$ cat config.mk
export PLATFORM = sky130hd
export DESIGN_NAME = time_set_control
export DESIGN_NICKNAME = d
export VERILOG_FILES = /design/src/rtl/time_ctrl_pkg.sv /design/src/rtl/bcd_digit_clamp.sv /design/src/rtl/time_set_control.sv
export SDC_FILE = /design/constraint.sdc
export NUM_CORES = 1
export LEC_CHECK = 0
export CORE_MARGIN = 2
export CORE_UTILIZATION = 50
export CTS_BUF_LIST = sky130_fd_sc_hd__clkbuf_2
export CTS_CLUSTER_SIZE = 28
export DETAILED_ROUTE_END_ITERATION = 12
export PLACE_DENSITY = 0.84
export SLEW_MARGIN = 25
export SYNTH_ARGS = -nofsm -noshare
export SYNTH_HDL_FRONTEND = slang
export SYNTH_SLANG_ARGS = --single-unit
$ cat constraint.sdc
create_clock -name clk -period 2.7 [get_ports clk]
set_input_delay 0.54 -clock clk [delete_from_list [all_inputs] [get_ports clk]]
set_output_delay 0.54 -clock clk [all_outputs]
set_load 0.005 [all_outputs]
$ cat src/rtl/time_ctrl_pkg.sv
// Shared encodings, digit indices, BCD limits and small helpers for the
// clock-setting control block.
package time_ctrl_pkg;

    // Controller states, visible on the state port as their numeric codes.
    typedef enum logic [2:0] {
        IDLE = 3'd0,
        SET  = 3'd1,
        LOAD = 3'd2,
        RUN  = 3'd3,
        STOP = 3'd4
    } ctrl_state_t;

    // The single button action that wins arbitration in a given cycle.
    typedef enum logic [2:0] {
        ACT_NONE  = 3'd0,
        ACT_SET   = 3'd1,
        ACT_LOAD  = 3'd2,
        ACT_START = 3'd3,
        ACT_STOP  = 3'd4
    } btn_action_t;

    // Digit positions within {HT,HU,MT,MU,ST,SU}, in entry order.
    localparam logic [2:0] DIG_HT = 3'd0;
    localparam logic [2:0] DIG_HU = 3'd1;
    localparam logic [2:0] DIG_MT = 3'd2;
    localparam logic [2:0] DIG_MU = 3'd3;
    localparam logic [2:0] DIG_ST = 3'd4;
    localparam logic [2:0] DIG_SU = 3'd5;

    // Upper limits used by the digit clamp.
    localparam logic [3:0] BCD_MAX_1 = 4'd1;
    localparam logic [3:0] BCD_MAX_2 = 4'd2;
    localparam logic [3:0] BCD_MAX_3 = 4'd3;
    localparam logic [3:0] BCD_MAX_5 = 4'd5;
    localparam logic [3:0] BCD_MAX_9 = 4'd9;

    // Saturate a raw switch value at a digit maximum.
    function automatic logic [3:0] bcd_min(input logic [3:0] v, input logic [3:0] mx);
        return (v > mx) ? mx : v;
    endfunction

    // Pick the winning press; press bits are {stop, start, load, set}.
    function automatic btn_action_t pick_action(input logic [3:0] press);
        if (press[3])      return ACT_STOP;
        else if (press[2]) return ACT_START;
        else if (press[1]) return ACT_LOAD;
        else if (press[0]) return ACT_SET;
        else               return ACT_NONE;
    endfunction

    // Replace one BCD digit of a packed hh:mm:ss word.
    function automatic logic [23:0] put_digit(input logic [23:0] w,
                                              input logic [2:0]  idx,
                                              input logic [3:0]  v);
        logic [23:0] r;
        r = w;
        case (idx)
            DIG_HT:  r[23:20] = v;
            DIG_HU:  r[19:16] = v;
            DIG_MT:  r[15:12] = v;
            DIG_MU:  r[11:8]  = v;
            DIG_ST:  r[7:4]   = v;
            DIG_SU:  r[3:0]   = v;
            default: r = w;
        endcase
        return r;
    endfunction

endpackage

$ cat src/rtl/bcd_digit_clamp.sv
// Combinational clamp that forces a switch value into the legal range of the
// digit being entered, for either the 12 h or the 24 h clock.
module bcd_digit_clamp
    import time_ctrl_pkg::*;
#(
    parameter bit MODE24 = 1'b0
) (
    input  logic [2:0] idx,
    input  logic [3:0] raw,
    input  logic [3:0] shadow_ht,
    output logic [3:0] clamped
);

    // Choose the limit for this digit position; HU depends on the held HT.
    always_comb begin
        clamped = bcd_min(raw, BCD_MAX_9);
        case (idx)
            DIG_HT: begin
                clamped = bcd_min(raw, MODE24 ? BCD_MAX_2 : BCD_MAX_1);
            end
            DIG_HU: begin
                if (MODE24) begin
                    clamped = bcd_min(raw, (shadow_ht == BCD_MAX_2) ? BCD_MAX_3 : BCD_MAX_9);
                end else if (shadow_ht == 4'd0) begin
                    // 12 h hours never read 00, so 0x becomes 01.
                    clamped = (raw == 4'd0) ? 4'd1 : bcd_min(raw, BCD_MAX_9);
                end else begin
                    clamped = bcd_min(raw, BCD_MAX_2);
                end
            end
            DIG_MT, DIG_ST: begin
                clamped = bcd_min(raw, BCD_MAX_5);
            end
            default: begin
                clamped = bcd_min(raw, BCD_MAX_9);
            end
        endcase
    end

endmodule

$ cat src/rtl/time_set_control.sv
// Clock-setting controller: button edge detect with priority arbitration,
// digit-by-digit BCD time entry into a shadow register with atomic commit,
// patient ID latch with ROM strobe, and run/stop reporting.
module time_set_control
    import time_ctrl_pkg::*;
#(
    parameter bit          MODE24     = 1'b0,
    parameter logic [23:0] RESET_TIME = 24'h125959,
    parameter int          ID_WIDTH   = 8
) (
    input  logic                clk,
    input  logic                resetN,
    input  logic                btnSet,
    input  logic                btnLoad,
    input  logic                btnStart,
    input  logic                btnStop,
    input  logic [3:0]          digitIn,
    input  logic [ID_WIDTH-1:0] idIn,
    output logic [23:0]         timeOut,
    output logic                timeValid,
    output logic [ID_WIDTH-1:0] romAddr,
    output logic                romReq,
    output logic [2:0]          state,
    output logic [2:0]          digitIdx
);

    logic [3:0]          btn_now;
    logic [3:0]          btn_q;
    logic [3:0]          press;
    btn_action_t         action;

    ctrl_state_t         state_q, state_d;
    logic [2:0]          idx_d;
    logic [23:0]         shadow_q, shadow_d;
    logic [23:0]         time_d;
    logic [ID_WIDTH-1:0] addr_d;
    logic                valid_d;
    logic                req_d;

    logic [2:0]          wr_idx;
    logic [3:0]          clamped;

    assign btn_now = {btnStop, btnStart, btnLoad, btnSet};
    assign press   = btn_now & ~btn_q;
    assign action  = pick_action(press);
    assign state   = state_q;

    // Outside SET a Set press always starts a fresh entry at HT.
    assign wr_idx = (state_q == SET) ? digitIdx : DIG_HT;

    bcd_digit_clamp #(
        .MODE24 (MODE24)
    ) u_clamp (
        .idx       (wr_idx),
        .raw       (digitIn),
        .shadow_ht (shadow_q[23:20]),
        .clamped   (clamped)
    );

    // Previous button levels; all ones so a button held through reset is inert.
    always_ff @(posedge clk) begin
        if (!resetN) begin
            btn_q <= 4'hF;
        end else begin
            btn_q <= btn_now;
        end
    end

    // Next-state and register-update decisions for the winning press.
    always_comb begin
        state_d  = state_q;
        idx_d    = digitIdx;
        shadow_d = shadow_q;
        time_d   = timeOut;
        addr_d   = romAddr;
        valid_d  = 1'b0;
        req_d    = 1'b0;
        case (state_q)
            IDLE, LOAD, STOP: begin
                case (action)
                    ACT_SET: begin
                        shadow_d = put_digit(shadow_q, DIG_HT, clamped);
                        idx_d    = DIG_HU;
                        state_d  = SET;
                    end
                    ACT_LOAD: begin
                        addr_d  = idIn;
                        req_d   = 1'b1;
                        state_d = LOAD;
                    end
                    ACT_START: begin
                        state_d = RUN;
                    end
                    default: begin
                    end
                endcase
            end
            SET: begin
                case (action)
                    ACT_SET: begin
                        shadow_d = put_digit(shadow_q, digitIdx, clamped);
                        if (digitIdx == DIG_SU) begin
                            time_d  = shadow_d;
                            valid_d = 1'b1;
                            idx_d   = DIG_HT;
                            state_d = IDLE;
                        end else begin
                            idx_d = digitIdx + 3'd1;
                        end
                    end
                    ACT_STOP: begin
                        idx_d   = DIG_HT;
                        state_d = IDLE;
                    end
                    default: begin
                    end
                endcase
            end
            RUN: begin
                if (action == ACT_STOP) begin
                    state_d = STOP;
                end
            end
            default: begin
                state_d = IDLE;
            end
        endcase
    end

    // State and output registers; reset discards any partial entry.
    always_ff @(posedge clk) begin
        if (!resetN) begin
            state_q   <= IDLE;
            digitIdx  <= DIG_HT;
            timeOut   <= RESET_TIME;
            timeValid <= 1'b0;
            romAddr   <= '0;
            romReq    <= 1'b0;
        end else begin
            state_q   <= state_d;
            digitIdx  <= idx_d;
            timeOut   <= time_d;
            timeValid <= valid_d;
            romAddr   <= addr_d;
            romReq    <= req_d;
        end
    end

    // Shadow digits are only read after being written in the same entry.
    always_ff @(posedge clk) begin
        shadow_q <= shadow_d;
    end

endmodule
**Yosys cells after proc, flatten, opt, wreduce, memory -nomap -nowiden**

Cells that the tools add are included.

- Bits in registers: 68
- Bits of input ports: 18
- Logic and storage cells: 87
- Output and inout port bits: 40

- Multiplexer cells: 32
- Eq/ne operators: 22
- Order comparisons: 4
- Add/sub/neg operators: 1
- Bitwise gates (word level): 3
- Reductions and logical operators: 16

Operator list:

| kind | count |
|---|---|
| 24-bit two-way mux | 2 |
| 4-bit two-way mux | 12 |
| 24-bit case mux with 2 select lines | 1 |
| 3-bit by 2-bit == test with 1-bit output (second input constant) | 7 |
| 3-bit two-way mux | 6 |
| 3-bit case mux with 2 select lines | 3 |
| 3-bit case mux with 3 select lines | 2 |
| 3-bit == test (second input constant) | 5 |
| 3-bit AND reduction | 5 |
| 3-bit by 1-bit == test with 1-bit output (second input constant) | 4 |
| 4-bit case mux with 3 select lines | 1 |
| 3-bit zero test | 3 |
| 4-bit zero test | 2 |
| 4-bit AND | 1 |
| 4-bit by 1-bit greater-than comparator with 1-bit output (second input constant) | 1 |
| 4-bit by 2-bit greater-than comparator with 1-bit output (second input constant) | 1 |
| 4-bit by 3-bit greater-than comparator with 1-bit output (second input constant) | 1 |
| 4-bit greater-than comparator (second input constant) | 1 |
| 2-bit two-way mux | 2 |
| 2-bit inequality test (second input constant) | 2 |
| 4-bit by 2-bit inequality test with 1-bit output (second input constant) | 1 |
| 4-bit inverter | 1 |
| 2-bit AND reduction | 2 |
| 4-bit AND reduction | 1 |
| other kinds (9) | 11 |

**Logic depth before layout (Yosys ltp)**

Gate-level depths: netlist (run 1).

- Word-level depth: 9
- Mapped depth: 7
- Gate-level depth less buffers: 6

**Modules after synthesis**

A second synthesis (run 1) with hierarchy kept.

- Cells, all modules: 277
- Area, all modules: 2844.0 µm²

By module, submodules not included:

| module | cells each | instances | sequential area each (µm²) | area an instance (µm²) |
|---|---|---|---|---|
| time_set_control | 254 | 1 | 1481.4 | 2708.8 |
| bcd_digit_clamp | 23 | 1 | 0.0 | 135.1 |

**Worst setup path before layout (run 1)**

OpenSTA, ideal clock, no wires.

- Kind: input to register
- Start point: in btnStop
- End point: reg timeOut[8]
- Slack: 0.427 ns
- Cell stages on the path: 6
- Arrival: 2.133 ns
- Cells stage by stage: nor2b_2 -> nor4_4 -> and2_0 -> clkbuf_1 -> and4_1 -> a32oi_1

- Longest elaborated chain between the ends: 4

Ends and longest elaborated chain:

| element | RTL line | text |
|---|---|---|
| start, declared | time_set_control.sv:16 | `input logic btnStop,` |
| 4-bit AND | time_set_control.sv:44 | `assign press = btn_now & ~btn_q;` |
| 3-bit two-way mux | time_ctrl_pkg.sv:45 | `if (press[3]) return ACT_STOP;` |
| 3-bit by 1-bit == test with 1-bit output | time_set_control.sv:99 | `case (action)` |
| 3-bit AND reduction (no source line) | - |  |
| end signal, assigned | time_set_control.sv:142 | `timeOut <= time_d;` |
| end, declared | time_set_control.sv:19 | `output logic [23:0] timeOut,` |

No other way between the ends.
A chain may end at the register's enable or synchronous reset.

**Worst setup path in the final report (run 1)**

- Start point: reg digitIdx[0]
- End point: out digitIdx[0]

RTL lines:

| element | RTL line | text |
|---|---|---|
| start, declared | time_set_control.sv:24 | `output logic [2:0] digitIdx` |
| start signal, assigned | time_set_control.sv:141 | `digitIdx <= idx_d;` |

No word-level cell between the ends.

==> metrics.yaml, run 1 <==
die:
  die_w_um: 80.2
  core-area_um2: 5570
  rows: 27
  io-pin-count: 58
  dieArea_um2: 6440
  die_y_um: 80.2
  initial_core_util: 0.521
sta:
  rsz0062_at_grt: "no"
  fmax_mhz: 435
  fin_ws_ns: 0.401
  setup_tns_ns: 0
  maxSlewViolCount: 0
  worst-slew-pin-transition_ns: 0.634
  fin_worst_skew_ns: 0.0197
  finalCriticalPeriod_ns: 2.30
  final.period_utilization: 0.851
  finalHoldViolCount: 0
  relSlewSlack: 0.575
  setup_violations: 0
critical_path:
  critPathMaxFanout: 15
  endpoint: "digitIdx[0]"
  slowest_delay_ns: 0.67
  crit_chain: "clkdlybuf4s50_1"
  critPathTopFamily: "flip-flops"
  reg2regPathDepth: 5
  timing.rr.end: "shadow_q[12]"
  path_buf_inv: 1
  worstPathRequired_ns: 2.16
  crit_type: "reg2out"
  r2r-start: "digitIdx[0]"
  r2r_setup_slack_ns: 0.60
  cp.depth: 1
  arrival_ns: 1.76
  critPathCaptureType: "output port"
  startpoint: "digitIdx[0]"
  cp_slowest_cell: "dfxtp_1"
  start_kind: "flip-flop"
power_and_ir_drop:
  finalPower_mw: 1.83
  p_switching_mw: 0.446
  seqPwrFrac: 0.557
  p_sw_frac: 0.244
  comb_power_share: 0.095
  clkPwrFrac: 0.348
  max-vdd-ir-drop_v: 0.000331
  leakage_nw: 1.28
  p_int_mw: 1.38
  p_per_area_nw_per_um2: 500
clock_tree:
  clock-sinks: 64
  clk_latency_ns: 0.50
  cts_buffer_depth: 2
  numCtsBuffers: 9
  cts_resized: 0
  cts_tree: "done"
  clock-root-buffer: "clkbuf_2"
  cts_setup_buffers: 0
  cts.hold.buffers_added: 0
  cts.clk_slew.worst_paths_ns: 0.16
  htree_levels: 3
worst_hold_path:
  hp-class: "reg2reg"
drt:
  post_drt_wl_per_cell_um: 15.3
  drtAntennaViolNets: 0
  routed_wl_um: 6670
  drc: 0
  num_vias: 2461
  dr.first_iter.drc_count: 201
  dr.pass1.iters: 5
  viasPerCell: 5.64
run:
  cap_violations: 0
yosys:
  synth_edf_count: 20
  async_reset_ff_frac: 0
  synth_nets: 325
  synth.avg_cell_area_um2: 9.50
  synth_top_area_frac: 0.303
  synth_seq_cells: 64
  yosysTopAreaCell: "dfxtp_1"
  seq_area_frac_synth: 0.510
  syn_inst: 306
  synth_area_leaders: "dfxtp_1, edfxtp_1, a21oi_1, nand2_1, nor2_1"
  synth-main-ff-cell: "dfxtp_1"
  syn_area_um2: 2910
  synth_cell_type_count: 58
  synth_warnings: 0
global_route:
  grt_max_degree: 25
  track_usage: 0.222
  grt_pass1_vias: 2333
  antenna_found_initial: 0
  gr-total-overflow: 0
  grt_pass1_wl_um: 11100
placed_design:
  dp_hpwl_um: 4640
  post-place-ws_ns: 0.100
  gp_congestion: 0.865
  io_buffer_count: 57
layout:
  insertedDiodeCount: 0
  area_growth_pct: 26.0
  nets: 379
  drive_above_1_share: 0.124
  nFillCells: 477
status:
  status: "finished clean"
==> power groups by stage <==
stage	registers [mW]	logic, mW	clock network, mW
6_report	1.02	0.173	0.637
3_5_place_dp	1.04	0.172	0
4_1_cts	1.02	0.173	0.642
3_3_place_gp	1.04	0.168	0
2_1_floorplan	1.04	0.0993	0
5_1_grt	1.02	0.190	0.685
==> synthesized netlist by cell type (2+ instances only) <==
cell	count
nor3_1	4
dfxtp_1	44
clkbuf_1	14
a211o_1	2
o21ai_1	3
edfxtp_1	20
nand2_1	35
mux2i_1	3
nand2b_1	7
nor3_2	2
o22ai_1	2
or3_1	2
and3_1	5
or2_2	2
inv_1	2
nand3b_1	2
nor3b_1	4
a21o_1	2
o211ai_1	5
nor2b_1	3
nand4_1	2
buf_6	2
nor3b_2	2
a32o_1	2
a211oi_2	5
nand3_1	20
a211oi_1	9
a21oi_1	30
nor2_1	31
o21ai_0	8
buf_2	5
==> layout by cell type, fill, tap and decap left out, types with 8 or more instances in the layout <==
cell type,n
a211oi_1,9
a21oi_1,30
edfxtp_1,20
nand2_1,35
clkdlybuf4s50_1,57
nand3_1,20
o21ai_0,8
clkbuf_2,10
nor2_1,31
buf_4,8
dfxtp_1,44
==> sequential cells by signal, summed over array words and instances (netlist names) <==
signal     count
digitIdx       3
state          3
btn_q          4
timeValid      1
timeOut       24
shadow_q      20
romReq         1
romAddr        8
==> cell families (layout without fill, tap and decap cells) <==
group | after synthesis | in the layout | synth area share
AOI/OAI and AO/OA | 78 | 78 | 0.183
xor gates and xnor gates | 1 | 1 | 0.00301
adders and majority gates | 1 | 1 | 0.00430
buffers and inverters | 25 | 83 | 0.0409
DFF | 64 | 64 | 0.510
muxes | 3 | 3 | 0.0103
and+or+nand+nor | 134 | 134 | 0.249
==> worst min-delay path by stage <==
| stage | start | endpoint | slack (ns) | cells after the start |
|---|---|---|---|---|
| global route | romAddr[1] | romAddr[1] | 0.48 | 2 |
| finish | timeOut[7] | timeOut[7] | 0.46 | 2 |
| CTS | timeOut[23] | timeOut[23] | 0.47 | 2 |
| global placement | romAddr[4] | romAddr[4] | 0.44 | 2 |
| floorplan | timeOut[21] | timeOut[21] | 0.45 | 2 |
| detailed placement | timeOut[23] | timeOut[23] | 0.45 | 2 |
==> through the flow <==
| stage | utilization | std cells | hold WS, ns | cell area [um^2] |
|---|---|---|---|---|
| 3_5_place_dp | 0.635 | 421 | 0.445 | 3540 |
| 3_3_place_gp | 0.635 | 421 | 0.441 | 3540 |
| 6_report | 0.657 | 436 | 0.464 | 3660 |
| 4_1_cts | 0.657 | 436 | 0.465 | 3660 |
| 5_1_grt | 0.657 | 436 | 0.485 | 3660 |
| 2_1_floorplan | - | 306 | 0.448 | 2910 |
==> metal layers <==
layer	share of wire	vias to the layer above	GRT usage	routed length, um
met2	0.47	97	0.357	3160
met4	0.0084	0	0.0729	56
met5	0	-	0	0
met3	0.087	6	0.0708	583
met1	0.43	1145	0.285	2870
li1	-	1213	-	-
==> final cells by class <==
cell class,count,area (um^2),share of cell area
sequential,64,1480,0.404
tap,72,90.1,0.0246
clock buffer,10,50.0,0.0137
inverter,2,7.51,0.00205
timing repair buffer,66,651,0.178
clock inverter,5,72.6,0.0198
multi-input combinational,217,1310,0.358
(Power assumes the default switching activity.)
==> inputs of run 2 (changes only) <==
--- a/config.mk
+++ b/config.mk
@@ -8,9 +8,10 @@
 export CORE_MARGIN = 2
 export CORE_UTILIZATION = 50
 export CTS_BUF_LIST = sky130_fd_sc_hd__clkbuf_2
+export CTS_CLUSTER_DIAMETER = 60
 export CTS_CLUSTER_SIZE = 28
 export DETAILED_ROUTE_END_ITERATION = 12
-export PLACE_DENSITY = 0.84
+export PLACE_DENSITY_LB_ADDON = 0.05
 export SLEW_MARGIN = 25
 export SYNTH_ARGS = -nofsm -noshare
 export SYNTH_HDL_FRONTEND = slang
==> metrics.yaml, run 2 (synthesis gave the netlist of run 1 again) <==
sta:
  worst-slew-pin-transition_ns: 0.631  # was 0.634 ns
  rsz0062_at_grt: "no"  # unchanged
  final.period_utilization: 0.820  # was 0.851
  fin_ws_ns: 0.487  # was 0.401 ns
  fin_worst_skew_ns: 0.0290  # was 0.0197 ns
  fmax_mhz: 452  # was 435 MHz
  hold_slack_ns: 0.462  # was 0.464 ns
  maxSlewViolCount: 0  # unchanged
  setup_violations: 0  # unchanged
  relSlewSlack: 0.577  # was 0.575
  setup_tns_ns: 0  # unchanged
  finalHoldViolCount: 0  # unchanged
  finalCriticalPeriod_ns: 2.21  # was 2.30 ns
drt:
  drc: 0  # unchanged
  viasPerCell: 5.53  # was 5.64
  post_drt_wl_per_cell_um: 14.8  # was 15.3 um
  dr.pass1.iters: 4  # was 5
  dr.first_iter.drc_count: 160  # was 201
  num_vias: 2431  # was 2461
  drtAntennaViolNets: 0  # unchanged
  routed_wl_um: 6510  # was 6670 um
clock_tree:
  clock-root-buffer: "clkbuf_2"  # unchanged
  cts_setup_buffers: 0  # unchanged
  cts.clk_slew.worst_paths_ns: 0.17  # was 0.16 ns
  clock-sinks: 64  # unchanged
  numCtsBuffers: 9  # unchanged
  cts_resized: 0  # unchanged
  cts_tree: "done"  # unchanged
  htree_levels: 3  # unchanged
  cts.hold.buffers_added: 0  # unchanged
  cts_buffer_depth: 2  # unchanged
  clk_latency_ns: 0.48  # was 0.50 ns
layout:
  reg.largest.list: "timeOut (24), shadow_q (20), romAddr (8)"  # unchanged
  fin_area_um2: 3640  # was 3660 um^2
  nets: 382  # was 379
  regMostFlops: "timeOut"  # unchanged
  final_common_cell: "clkdlybuf4s50_1"  # unchanged
  drive_above_1_share: 0.136  # was 0.124
  area_growth_pct: 25.2  # was 26.0%
  largest_reg_flops: 24  # unchanged
  insertedDiodeCount: 0  # unchanged
  final_cell_mix: "clkdlybuf4s50_1, dfxtp_1, nand2_1"  # unchanged
global_route:
  grt_pass1_vias: 2195  # was 2333
  gr-total-overflow: 0  # unchanged
  track_usage: 0.214  # was 0.222
  antenna_found_initial: 0  # unchanged
  grt_pass1_wl_um: 10500  # was 11100 um
  grt_max_degree: 21  # was 25
placed_design:
  dp_hpwl_um: 4540  # was 4640 um
  gp_congestion: 0.822  # was 0.865
  io_buffer_count: 57  # unchanged
  post-place-ws_ns: 0.198  # was 0.100 ns
  placed_area_um2: 3560  # was 3540 um^2
critical_path:
  critPathMaxFanout: 12  # was 15
  cp_slowest_cell: "dfxtp_1"  # unchanged
  slowest_delay_ns: 0.61  # was 0.67 ns
  crit_chain: "clkdlybuf4s50_1"  # unchanged
  path_buf_inv: 1  # unchanged
  critPathCaptureType: "output port"  # unchanged
  crit_type: "reg2out"  # unchanged
  start_kind: "flip-flop"  # unchanged
  worstPathRequired_ns: 2.16  # about the same
  critPathTopFamily: "flip-flops"  # unchanged
  arrival_ns: 1.67  # was 1.76 ns
die:
  die_w_um: 80.2  # unchanged
  core-area_um2: 5570  # unchanged
  dieArea_um2: 6440  # unchanged
  initial_core_util: 0.521  # unchanged
  rows: 27  # unchanged
  die_y_um: 80.2  # unchanged
  io-pin-count: 58  # unchanged
run:
  cap_violations: 0  # unchanged
power_and_ir_drop:
  finalPower_mw: 1.65  # was 1.83 mW
  max-vdd-ir-drop_v: 0.000222  # was 0.000331 V
  leakage_nw: 1.28  # about the same
  p_per_area_nw_per_um2: 455  # was 500 nW/um^2
worst_hold_path:
  hp-class: "reg2reg"  # unchanged
status:
  status: "finished clean"  # unchanged
==> run 2: report_power, final <==
part           internal (mW)  total [mW]  leakage, nW  switching (mW)
registers               1.01        1.02        0.542          0.0105
clock network          0.139       0.463       0.0660           0.324
logic                 0.0792       0.175        0.672          0.0957
==> run 2: worst paths after layout <==
kind / cells after the start / slack [ns] / startpoint / end
worst max-delay path: 1 / 0.49 / digitIdx[1] / digitIdx[1]
worst max register to register: 5 / 0.70 / shadow_q[20] / shadow_q[12]
worst min register to register: 2 / 0.46 / timeOut[22] / timeOut[22]
worst min-delay path: 2 / 0.46 / timeOut[22] / timeOut[22]
==> run 2: metrics by stage <==
step                utilization  instances
finish                    0.653        440
detailed placement        0.638        424
global placement          0.638        424
CTS                       0.653        440
floorplan                     -        306
global route              0.653        440
==> run 2: cell type report <==
type                    count  area, um^2
fillers                   480        1940
flip-flops and latches     64        1480
multi-input cells         217        1310
repair buffers             69         673
well taps                  72        90.1
clock buffers              14        70.1
clock inverters             2        10.0
inverters                   2        7.51
==> run 2: layer usage <==
metal  global-route usage  wire (um)  vias up
li1                     -          -     1221
met2                0.310       2890       69
met4                0.108        137        0
met1                0.301       3090     1127
met3               0.0438        382       14
met5                    0          0        -
==> inputs of run 3 (changes only) <==
--- a/config.mk
+++ b/config.mk
@@ -6,7 +6,7 @@
 export NUM_CORES = 1
 export LEC_CHECK = 0
 export CORE_MARGIN = 2
-export CORE_UTILIZATION = 50
+export CORE_UTILIZATION = 48
 export CTS_BUF_LIST = sky130_fd_sc_hd__clkbuf_2
 export CTS_CLUSTER_DIAMETER = 60
 export CTS_CLUSTER_SIZE = 28
==> constraint.sdc (replaced) <==
create_clock -name clk -period 1.85 [get_ports clk]
set_input_delay 0.37 -clock clk [delete_from_list [all_inputs] [get_ports clk]]
set_output_delay 0.37 -clock clk [all_outputs]
set_load 0.005 [all_outputs]
==> metrics.yaml, run 3 (synthesis gave the netlist of run 1 again) <==
status:
  status: "finished clean"  # unchanged
placed_design:
  dp_hpwl_um: 4880  # was 4540 um
  io_buffer_count: 57  # unchanged
  placed_area_um2: 3820  # was 3560 um^2
  dp.cells: 458  # was 424
  gp_congestion: 0.866  # was 0.822
  post-place-ws_ns: -0.332  # was 0.198 ns
critical_path:
  cp_slowest_cell: "edfxtp_1"  # was dfxtp_1
  start_kind: "flip-flop"  # unchanged
  path_buf_inv: 1  # unchanged
  slowest_delay_ns: 0.48  # was 0.61 ns
  arrival_ns: 2.10  # was 1.67 ns
  worstPathRequired_ns: 2.17  # was 2.16 ns
  critPathCaptureType: "flip-flop"  # was output port
  critPathMaxFanout: 3  # was 12
  critPathTopFamily: "simple AND/OR/NAND/NOR gates"  # was flip-flops
  crit_type: "reg2reg"  # was reg2out
  crit_chain: "nor4_4 -> buf_4 -> nand3_1 -> a32o_2 -> and2_4 -> a211oi_2"  # was clkdlybuf4s50_1
die:
  initial_core_util: 0.494  # was 0.521
  die_y_um: 81.8  # was 80.2 um
  core-area_um2: 5890  # was 5570 um^2
  dieArea_um2: 6690  # was 6440 um^2
  die_w_um: 81.8  # was 80.2 um
  io-pin-count: 58  # unchanged
  rows: 28  # was 27
global_route:
  antenna_found_initial: 0  # unchanged
  track_usage: 0.224  # was 0.214
  grt_max_degree: 21  # unchanged
  grt_pass1_wl_um: 11300  # was 10500 um
  gr-total-overflow: 0  # unchanged
  grt_pass1_vias: 2444  # was 2195
power_and_ir_drop:
  p_switching_mw: 0.654  # was 0.430 mW
  p_per_area_nw_per_um2: 645  # was 455 nW/um^2
  p_sw_frac: 0.253  # was 0.260
  seqPwrFrac: 0.571  # was 0.615
  comb_power_share: 0.119  # was 0.106
  finalPower_mw: 2.59  # was 1.65 mW
  clkPwrFrac: 0.310  # was 0.280
  p_int_mw: 1.93  # was 1.22 mW
  leakage_nw: 1.52  # was 1.28 nW
  max-vdd-ir-drop_v: 0.000444  # was 0.000222 V
sta:
  fin_ws_ns: 0.0666  # was 0.487 ns
  maxSlewViolCount: 0  # unchanged
  relSlewSlack: 0.713  # was 0.577
  fin_worst_skew_ns: 0.0284  # was 0.0290 ns
  setup_tns_ns: 0  # unchanged
  finalCriticalPeriod_ns: 1.78
  finalHoldViolCount: 0  # unchanged
  final.period_utilization: 0.964
  hold_slack_ns: 0.434  # was 0.462 ns
  setup_violations: 0  # unchanged
  fmax_mhz: 561
  worst-slew-pin-transition_ns: 0.431  # was 0.631 ns
layout:
  insertedDiodeCount: 0  # unchanged
  final_cell_mix: "clkdlybuf4s50_1, buf_4, dfxtp_1"  # was clkdlybuf4s50_1, dfxtp_1, nand2_1
  regMostFlops: "timeOut"  # unchanged
  final_util: 0.682  # was 0.653
  nets: 420  # was 382
  area_growth_pct: 38.0  # was 25.2%
  drive_above_1_share: 0.236  # was 0.136
  largest_reg_flops: 24  # unchanged
  final_cells: 481  # was 440
  fin_area_um2: 4010  # was 3640 um^2
  reg.largest.list: "timeOut (24), shadow_q (20), romAddr (8)"  # unchanged
  final_common_cell: "clkdlybuf4s50_1"  # unchanged
drt:
  viasPerCell: 5.31  # was 5.53
  post_drt_wl_per_cell_um: 14.3  # was 14.8 um
  num_vias: 2553  # was 2431
  drtAntennaViolNets: 0  # unchanged
  drc: 0  # unchanged
  routed_wl_um: 6880  # was 6510 um
  dr.first_iter.drc_count: 107  # was 160
  dr.pass1.iters: 4  # unchanged
clock_tree:
  clock-sinks: 64  # unchanged
  numCtsBuffers: 9  # unchanged
  htree_levels: 3  # unchanged
  cts.clk_slew.worst_paths_ns: 0.16  # was 0.17 ns
  cts_buffer_depth: 2  # unchanged
  cts.hold.buffers_added: 0  # unchanged
  clk_latency_ns: 0.49  # was 0.48 ns
  clock-root-buffer: "clkbuf_2"  # unchanged
  cts_tree: "done"  # unchanged
run:
  cap_violations: 0  # unchanged
worst_hold_path:
  hp-class: "in2reg"  # was reg2reg
run 3: cell types whose count changed in the layout (fill, tap and decap cells not counted), sizes merged:
cell and delta:
clkbuf -3, bufinv +1, dlygate4sd2 +5, clkdlybuf4s50 -5, clkinv +2, buf +38
run 3: final cells by class:
cell class                      instances  area (um^2)
Multi-Input combinational cell        217         1330
Sequential cell                        64         1500
Clock buffer                           11         55.1
Clock inverter                          5         48.8
Fill cell                             503         1870
Inverter                                2         7.51
Timing Repair Buffer                  107          977
Tap cell                               75         93.8
run 3: worst paths after layout:
check        cells past startpoint         start  slack (ns)      endpoint
max                              6  shadow_q[22]        0.07  shadow_q[12]
min                              3       idIn[4]        0.43    romAddr[4]
max reg2reg                      6  shadow_q[22]        0.07  shadow_q[12]
min reg2reg                      2   timeOut[21]        0.46   timeOut[21]
run 3: power by group through the flow:
stage	combinational (mW)	clock (mW)	sequential (mW)
after CTS	0.304	0.837	1.48
after global routing	0.337	0.891	1.48
final	0.308	0.802	1.48
after floorplan	0.145	0	1.51
after detailed placement	0.299	0	1.51
after global placement	0.294	0	1.51
run 3: timing repair:
action                                  CTS  global route
buffers inserted                          5             2
endpoints found under the setup margin    6             8
pin swaps                                 0             4
resized for setup                        14             4
run 3: per-layer routing:
| metal | vias up | wire length [um] | global-route usage |
|---|---|---|---|
| li1 | 1302 | - | - |
| met2 | 56 | 3360 | 0.366 |
| met3 | 5 | 302 | 0.0560 |
| met4 | 0 | 53 | 0.0900 |
| met5 | - | 0 | 0 |
| met1 | 1190 | 3170 | 0.284 |
run 3: worst register-to-register path: stages, from the launching register on:
cell	delay, ns
edfxtp_1	0.48
nor4_4	0.34
buf_4	0.17
nand3_1	0.08
a32o_2	0.25
and2_4	0.15
a211oi_2	0.17
